$ cat src/rtl/morse_pkg.sv
// Shared definitions for the Morse decoder back end: letter width, blank
// segment pattern and the scroll state encoding.
package morse_pkg;

  localparam int LETTER_W = 5;
  localparam logic [6:0] BLANK_SEG = 7'b0000000;

  typedef enum logic [1:0] {
    IDLE = 2'd0,
    SHOW = 2'd1,
    GAP  = 2'd2
  } scroll_state_t;

endpackage

$ cat src/rtl/display_rom.sv
// Letter-to-segment lookup (bit order g,f,e,d,c,b,a); codes 26-31 are blank.
module display_rom
  import morse_pkg::*;
(
  input  logic [LETTER_W-1:0] letter,
  output logic [6:0]          seg
);

  always_comb begin
    seg = BLANK_SEG;
    case (letter)
      5'd0:  seg = 7'h77;
      5'd1:  seg = 7'h7C;
      5'd2:  seg = 7'h39;
      5'd3:  seg = 7'h5E;
      5'd4:  seg = 7'h79;
      5'd5:  seg = 7'h71;
      5'd6:  seg = 7'h3D;
      5'd7:  seg = 7'h76;
      5'd8:  seg = 7'h06;
      5'd9:  seg = 7'h1E;
      5'd10: seg = 7'h75;
      5'd11: seg = 7'h38;
      5'd12: seg = 7'h37;
      5'd13: seg = 7'h54;
      5'd14: seg = 7'h5C;
      5'd15: seg = 7'h73;
      5'd16: seg = 7'h67;
      5'd17: seg = 7'h50;
      5'd18: seg = 7'h6D;
      5'd19: seg = 7'h78;
      5'd20: seg = 7'h3E;
      5'd21: seg = 7'h1C;
      5'd22: seg = 7'h2A;
      5'd23: seg = 7'h49;
      5'd24: seg = 7'h6E;
      5'd25: seg = 7'h5B;
      default: seg = BLANK_SEG;
    endcase
  end

endmodule

$ cat src/rtl/rise_detect.sv
// Rising-edge detector: registers the previous level and flags a 0->1 change
// in the same cycle the new level is seen.
module rise_detect (
  input  logic clk,
  input  logic rst_n,
  input  logic din,
  output logic pulse
);

  logic din_d;

  always_ff @(posedge clk or negedge rst_n) begin
    if (!rst_n) din_d <= 1'b0;
    else        din_d <= din;
  end

  assign pulse = din & ~din_d;

endmodule

$ cat src/rtl/morse_msg_buffer.sv
// Logs decoded Morse letters and replays them on one 7-segment digit, each
// letter held for HOLD cycles followed by a one-cycle blank.
module morse_msg_buffer
  import morse_pkg::*;
#(
  parameter int DEPTH = 16,
  parameter int HOLD  = 4
) (
  input  logic                         clk,
  input  logic                         rst_n,
  input  logic [LETTER_W-1:0]          letter_in,
  input  logic                         done_in,
  input  logic                         clear,
  input  logic                         scroll_en,
  output logic [$clog2(DEPTH+1)-1:0]   count,
  output logic                         full,
  output logic                         empty,
  output logic                         overflow,
  output logic [LETTER_W-1:0]          cur_letter,
  output logic                         cur_valid,
  output logic [6:0]                   display
);

  localparam int CW = $clog2(DEPTH + 1);
  localparam int IW = $clog2(DEPTH);
  localparam int HW = (HOLD > 1) ? $clog2(HOLD) : 1;
  localparam logic [HW-1:0] HOLD_LAST = HW'(HOLD - 1);

  // Next scroll index, wrapping against the current fill level.
  function automatic logic [IW-1:0] wrap_idx(input logic [IW-1:0] i,
                                             input logic [CW-1:0] n);
    logic [CW-1:0] inc;
    inc = CW'(i) + CW'(1);
    return (inc >= n) ? '0 : IW'(inc);
  endfunction

  logic [LETTER_W-1:0] mem [DEPTH];
  logic                capture;
  scroll_state_t       state;
  logic [IW-1:0]       idx;
  logic [IW-1:0]       idx_nxt;
  logic [HW-1:0]       hold_cnt;
  logic [6:0]          rom_seg;

  rise_detect u_rise (
    .clk   (clk),
    .rst_n (rst_n),
    .din   (done_in),
    .pulse (capture)
  );

  assign full    = (count == CW'(DEPTH));
  assign empty   = (count == '0);
  assign idx_nxt = wrap_idx(idx, count);

  // Letter storage carries no reset; only the fill level qualifies it.
  always_ff @(posedge clk) begin
    if (capture && !clear && !full) mem[count[IW-1:0]] <= letter_in;
  end

  always_ff @(posedge clk or negedge rst_n) begin
    if (!rst_n) begin
      count    <= '0;
      overflow <= 1'b0;
    end else if (clear) begin
      count    <= '0;
      overflow <= 1'b0;
    end else if (capture) begin
      if (full) overflow <= 1'b1;
      else      count    <= count + CW'(1);
    end
  end

  // Scroll FSM; stop/clear overrides every other transition.
  always_ff @(posedge clk or negedge rst_n) begin
    if (!rst_n) begin
      state      <= IDLE;
      idx        <= '0;
      hold_cnt   <= '0;
      cur_letter <= '0;
      cur_valid  <= 1'b0;
    end else if (clear || !scroll_en) begin
      state      <= IDLE;
      idx        <= '0;
      hold_cnt   <= '0;
      cur_letter <= '0;
      cur_valid  <= 1'b0;
    end else begin
      case (state)
        IDLE: begin
          if (!empty) begin
            state      <= SHOW;
            idx        <= '0;
            hold_cnt   <= '0;
            cur_letter <= mem[0];
            cur_valid  <= 1'b1;
          end
        end
        SHOW: begin
          if (hold_cnt == HOLD_LAST) begin
            state      <= GAP;
            hold_cnt   <= '0;
            cur_letter <= '0;
            cur_valid  <= 1'b0;
          end else begin
            hold_cnt   <= hold_cnt + HW'(1);
            cur_letter <= mem[idx];
          end
        end
        GAP: begin
          state      <= SHOW;
          idx        <= idx_nxt;
          hold_cnt   <= '0;
          cur_letter <= mem[idx_nxt];
          cur_valid  <= 1'b1;
        end
        default: begin
          state      <= IDLE;
          idx        <= '0;
          hold_cnt   <= '0;
          cur_letter <= '0;
          cur_valid  <= 1'b0;
        end
      endcase
    end
  end

  display_rom u_rom (
    .letter (cur_letter),
    .seg    (rom_seg)
  );

  assign display = cur_valid ? rom_seg : BLANK_SEG;

endmodule

$ cat config.mk
export PLATFORM = sky130hd
export DESIGN_NAME = morse_msg_buffer
export DESIGN_NICKNAME = d
export VERILOG_FILES = /design/src/rtl/morse_pkg.sv /design/src/rtl/display_rom.sv /design/src/rtl/rise_detect.sv /design/src/rtl/morse_msg_buffer.sv
export SDC_FILE = /design/constraint.sdc
export NUM_CORES = 1
export LEC_CHECK = 0
export ABC_AREA = 1
export BUFFER_PORTS_ARGS = -buffer_cell sky130_fd_sc_hd__buf_2
export CAP_MARGIN = 20
export CORE_MARGIN = 3
export CORE_UTILIZATION = 30
export CTS_CLUSTER_SIZE = 24
export DETAILED_ROUTE_END_ITERATION = 16
export PLACE_DENSITY_LB_ADDON = 0.08
export SLEW_MARGIN = 10
export SYNTH_ARGS = -nofsm -noshare
export SYNTH_HDL_FRONTEND = slang
export SYNTH_SLANG_ARGS = --single-unit
$ cat constraint.sdc
create_clock -name clk -period 3.4 [get_ports clk]
set_input_delay 0.68 -clock clk [delete_from_list [all_inputs] [get_ports clk]]
set_output_delay 0.68 -clock clk [all_outputs]
set_load 0.02 [all_outputs]
### Word-level counts from Yosys, hierarchy flattened

Memory sizes are Yosys's and may differ from the RTL's.
Cells that the tools add are included.

| word-level totals | value |
|---|---|
| register bits | 21 |
| bits in writable memories | 80 |
| bits in read-only memories | 224 |
| memories kept | 2 |

| operators by class | value |
|---|---|
| add/sub/neg operators | 3 |
| order comparisons | 1 |
| equality and inequality tests | 8 |
| multiplexer cells | 29 |
| bitwise logic cells | 2 |
| reduce and logical (&&, ||, !) cells | 14 |

Memories:

| memory | words | bits a word | read ports | clocked after Yosys merged registers in | wr ports | line | source |
|---|---|---|---|---|---|---|---|
| (no name shown) | 32 | 7 | 1 | 0 | 0 | display_rom.sv:11 | `case (letter)` |
| mem | 16 | 5 | 3 | 0 | 1 | morse_msg_buffer.sv:37 | `logic [LETTER_W-1:0] mem [DEPTH];` |

Operator list:

| kind | number |
|---|---|
| 5-bit two-way mux | 6 |
| 5-bit one-hot mux with 3 select lines | 1 |
| 2-bit two-way mux | 6 |
| 4-bit two-way mux | 3 |
| 4-bit one-hot mux with 3 select lines | 1 |
| 1-bit two-way mux | 8 |
| 2-bit AND reduction | 4 |
| 7-bit two-way mux | 1 |
| 3-bit != test (second input constant) | 2 |
| 2-bit one-hot mux with 3 select lines | 1 |
| 4-bit by 1-bit adder with 5-bit output (second input constant) | 1 |
| 5-bit by 1-bit adder with 5-bit output (second input constant) | 1 |
| 5-bit equality test (second input constant) | 1 |
| 5-bit >= comparator | 1 |
| 5-bit zero test | 1 |
| 2-bit equality test (second input constant) | 2 |
| 2-bit != test (second input constant) | 2 |
| 2-bit one-hot mux with 2 select lines | 1 |
| 2-bit nonzero test | 2 |
| 1-bit zero test | 3 |
| 1-bit one-hot mux with 3 select lines | 1 |
| 2-bit by 1-bit adder with 2-bit output (second input constant) | 1 |
| 2-bit by 1-bit equality test with 1-bit output (second input constant) | 1 |
| 1-bit logical AND | 2 |
| 4 further kinds | 4 |

### Depth between registers and ports, before layout

| logic depth | value |
|---|---|
| depth after elaboration | 6 |
| depth in mapped cells | 19 |

### By module

Synthesis repeated with hierarchy kept, for this count alone.

| unflattened totals | value |
|---|---|
| cells, all modules | 689 |
| area total of the unflattened synthesis | 5853.1 um^2 |

By module, submodules not included:

| module | instances | cells an instance | area each (um^2) |
|---|---|---|---|
| morse_msg_buffer | 1 | 597 | 5366.4 |
| display_rom | 1 | 89 | 451.7 |
| rise_detect | 1 | 3 | 35.0 |

### Worst setup path before layout

No wires, ideal clock.

| timing path | value |
|---|---|
| path type | register to output |
| start point | register cur_letter[0] |
| end point | output port display[0] |
| arrival | 1.759 ns |
| required time | 2.720 ns |
| setup slack | 0.961 ns |
| stages on the path, launching flop included | 8 |
| path buffers | 0 |
| cells stage by stage | dfrtp_1 inv_1 ha_1 nand2_1 o21ai_0 nand2_1 a21oi_1 nor3_1 |

| between the ends | value |
|---|---|
| longest elaborated chain between the ends | 2 |

RTL lines:

| what | line | source |
|---|---|---|
| start: declaration | morse_msg_buffer.sv:19 | `output logic [LETTER_W-1:0] cur_letter,` |
| start signal: assignment | morse_msg_buffer.sv:95 | `cur_letter <= mem[0];` |
| start signal: assignment | morse_msg_buffer.sv:107 | `cur_letter <= mem[idx];` |
| start signal: assignment | morse_msg_buffer.sv:114 | `cur_letter <= mem[idx_nxt];` |
| memory read 32 x 7 bit | -- |  |
| 7-bit two-way mux | morse_msg_buffer.sv:133 | `assign display = cur_valid ? rom_seg : BLANK_SEG;` |
| end: declaration | morse_msg_buffer.sv:21 | `output logic [6:0] display` |

Every way passes these cells.

### Final worst setup path

| timing path | value |
|---|---|
| start point | register idx[0] |
| end point | register cur_letter[4] |

| between the ends | value |
|---|---|
| longest elaborated chain between the ends | 6 |
| elaborated cells between the ends (all ways) | 7 |
| those cells by class | 1 x add/sub; 1 x order compare; 4 x mux; 1 x memory |

RTL lines:

| what | line | source |
|---|---|---|
| start: declaration | morse_msg_buffer.sv:40 | `logic [IW-1:0] idx;` |
| start signal: assignment | morse_msg_buffer.sv:112 | `idx <= idx_nxt;` |
| 4-bit by 1-bit adder with 5-bit output | morse_msg_buffer.sv:33 | `inc = CW'(i) + CW'(1);` |
| 5-bit >= comparator | morse_msg_buffer.sv:34 | `return (inc >= n) ? '0 : IW'(inc);` |
| 4-bit two-way mux | morse_msg_buffer.sv:34 |  |
| memory read 16 x 5 bit * | -- |  |
| 5-bit one-hot mux with 3 select lines * | morse_msg_buffer.sv:89 | `case (state)` |
| 5-bit two-way mux * | morse_msg_buffer.sv:82 | `end else if (clear \|\| !scroll_en) begin` |

Every way passes the cells marked *; elsewhere a longest branch is shown, timed or not.
A chain may end at the register's enable or synchronous reset.

==> impl_metrics.py <==
metrics = {
    "routing": {
        "drt_iter0_markers": 501,
        "drtPass1Iterations": 7,
        "routed_wl_mm": 18.31,
        "vias_per_cell": 5.481,
        "drcViolationCount": 0,
        "post_drt_wl_per_cell_um": 20.19,
        "vias": 4971,
        "ant_nets": 0,
    },
    "synth": {
        "netlist_area_mm2": 0.005764,
        "yosysTopAreaCellShare": 0.4168,
        "yosysWarnings": 0,
        "synth.largest_area_cell": "edfxtp_1",
        "synth-edff-count": 80,
        "async_flop_share": 0.2079,
        "syn_inst": 648,
        "syn_avg_cell_area_um2": 8.895,
        "ys_ff_latch": 101,
        "ys.flop_type": "edfxtp_1",
        "synthDistinctLibCells": 40,
        "synthTopCellsByArea": "edfxtp_1 42%, dfrtp_1 9.1%, nand2_1 7.5%",
        "synth_fp_nets": 675,
        "yosysSeqAreaShare": 0.5079,
    },
    "finish": {
        "instances_no_fill": 907,
        "layout-drive-gt1-share": 0.1189,
        "multi_input_area_mm2": 0.002415,
        "final_util": 0.3415,
        "n_antenna_cell": 0,
        "layout_commonest_cell": "nand2_1",
        "fillers": 1929,
        "regArea_mm2": 0.002928,
        "stdcell_area_mm2": 0.006409,
        "syn_to_final_growth_pct": 11.18,
        "final_cell_mix": "115 x nand2_1, 83 x nand3_1, 81 x nor2_1",
        "finalNetCount": 696,
    },
    "critical_path": {
        "cp.arrival_ps": 3200,
        "ff2ff_path_depth": 17,
        "r2r_slack_ps": 450,
        "crit_type": "reg -> reg",
        "r2r-end": "cur_letter[4]",
        "endpoint_kind": "register",
        "cp.required_ps": 3650,
        "start_kind": "register",
        "cp_max_fo": 18,
        "r2r_start": "idx[0]",
    },
    "sta": {
        "period_share": 0.8669,
        "final-hold-violation-count": 0,
        "fmax_ghz": 0.3393,
        "setup_viol": 0,
        "skew_ps": 10.54,
        "max_slew_margin": 0.4921,
        "setup_ws_ps": 452.5,
        "fin_tns_setup_ps": 0,
        "report.final.slew_viol_count": 0,
        "min_period_ps": 2947,
        "rsz0062_at_grt": "no",
        "tightest_slew_ps": 761.0,
        "worst_hold_slack_ps": 283.9,
    },
    "global_routing": {
        "grt.total_usage": 0.1812,
        "first_global_vias": 4717,
        "grt_pass1_wl_mm": 28.23,
        "grt_max_degree": 41,
        "grt_overflow": 0,
        "antenna_found_initial": 0,
    },
    "power": {
        "peakVddDrop_mv": 0.2471,
        "power.density_mw_per_mm2": 417.2,
        "power_leakage_nw": 2.565,
        "total_power_mw": 2.673,
    },
    "job": {
        "max_cap_viol_count": 0,
    },
    "clock_tree": {
        "ctsResizeCount": 0,
        "cts-root-buf": "clkbuf_16",
        "cts_tree": "built",
        "path_clk_slew_ps": 70,
        "cts_htree_levels": 3,
        "cts_hold_buf": 0,
        "cts_setup_buffers": 0,
        "clockBufferDepth": 2,
        "clk-insertion-delay-late_ps": 360,
        "clock-sinks": 101,
        "cts-buffers-inserted": 9,
    },
    "die": {
        "core_mm2": 0.01877,
        "rows": 50,
        "io_pins": 31,
        "start_util": 0.3071,
        "die_x_um": 144.6,
        "die_y_um": 144.6,
        "dieArea_mm2": 0.02091,
    },
    "placed_design": {
        "dp_slack_ps": 482.7,
        "portBuffers": 30,
        "gp_congestion": 0.8824,
        "dpl_cell_area_mm2": 0.006105,
        "dp_cells": 892,
        "hpwlAfterDp_mm": 13.10,
    },
    "hold_path": {
        "hold_class": "in -> async",
    },
    "run_status": {
        "status": "finished clean",
    },
}
where the power goes:
part | internal (mW) | leakage, nW | switching, mW
clock | 0.634 | 0.149 | 0.444
combinational | 0.0655 | 1.41 | 0.163
sequential | 1.35 | 1.01 | 0.0210
routing by layer:
layer	vias up	GRT usage	part of all wire
li1	2326	-	-
met1	2383	0.2558	0.46
met2	212	0.2858	0.46
met3	50	0.02943	0.052
met4	0	0.05744	0.028
met5	-	0	0
final cells by class:
| cell class | count | share of cell area |
|---|---|---|
| multi-input cells | 459 | 0.3768 |
| well taps | 234 | 0.04569 |
| inverters | 51 | 0.02987 |
| repair buffers | 47 | 0.04334 |
| flip-flops and latches | 101 | 0.4569 |
| clock buffers | 9 | 0.03514 |
| clock inverters | 6 | 0.01230 |
cell families (layout without fill, tap and decap cells):
kind of cell / count (synthesis) / count (layout) / share of synthesized area
buffers and inverters: 88 / 113 / 0.07315
adders and majority gates: 17 / 17 / 0.03690
and+or+nand+nor: 329 / 329 / 0.2618
DFF: 101 / 101 / 0.5079
xor gates and xnor gates: 1 / 1 / 0.001520
AOI/OAI and AO/OA: 112 / 112 / 0.1187
synth_stat cells, types with 2 or more instances:
cell type and instances:
nand2_1 115, nand3_1 83, nor2_1 81, edfxtp_1 80, inv_1 45, o21ai_0 44
nand4_1 28, dfrtp_1 21, a21oi_1 18, ha_1 17, buf_2 14, o221ai_1 12
nor3_1 8, o211ai_1 8, o21ai_1 8, buf_6 7, clkbuf_1 7, o22ai_1 6
buf_4 5, inv_2 5, a211oi_1 4, a22oi_1 4, nand2_2 4, nand3_2 3
a221oi_1 2, a31oi_1 2, buf_1 2, clkbuf_2 2, nor2_4 2
worst max-delay path by stage:
stage	startpoint	endpoint	slack, ps	cells after the start
2_1_floorplan	cur_letter[0]	display[0]	960	7
3_3_place_gp	idx[3]	cur_letter[1]	510	16
3_5_place_dp	idx[0]	cur_letter[1]	480	18
4_1_cts	idx[0]	cur_letter[1]	460	18
5_1_grt	idx[2]	cur_letter[1]	110	17
6_report	idx[0]	cur_letter[4]	450	17
sequential cells by signal (all words and copies together) (netlist names):
| signal | cells |
|---|---|
| count | 5 |
| cur_letter | 5 |
| cur_valid | 1 |
| hold_cnt | 2 |
| idx | 4 |
| mem | 80 |
| overflow | 1 |
| state | 2 |
| u_rise.din_d | 1 |
worst max-delay path: stages, from the launching register on:
cell and delay [ps]:
dfrtp_1 390, buf_4 180, nand3_1 100, xor2_1 190, inv_1 80, ha_1 280
nand2_2 90, inv_2 50, a21oi_4 330, nand3_4 300, inv_2 250, nand3_1 120
nand3_1 80, nand3_1 70, nand3_1 90, nand2_1 90, nand2_1 80, nand2_1 50
(Power assumes the default switching activity.)
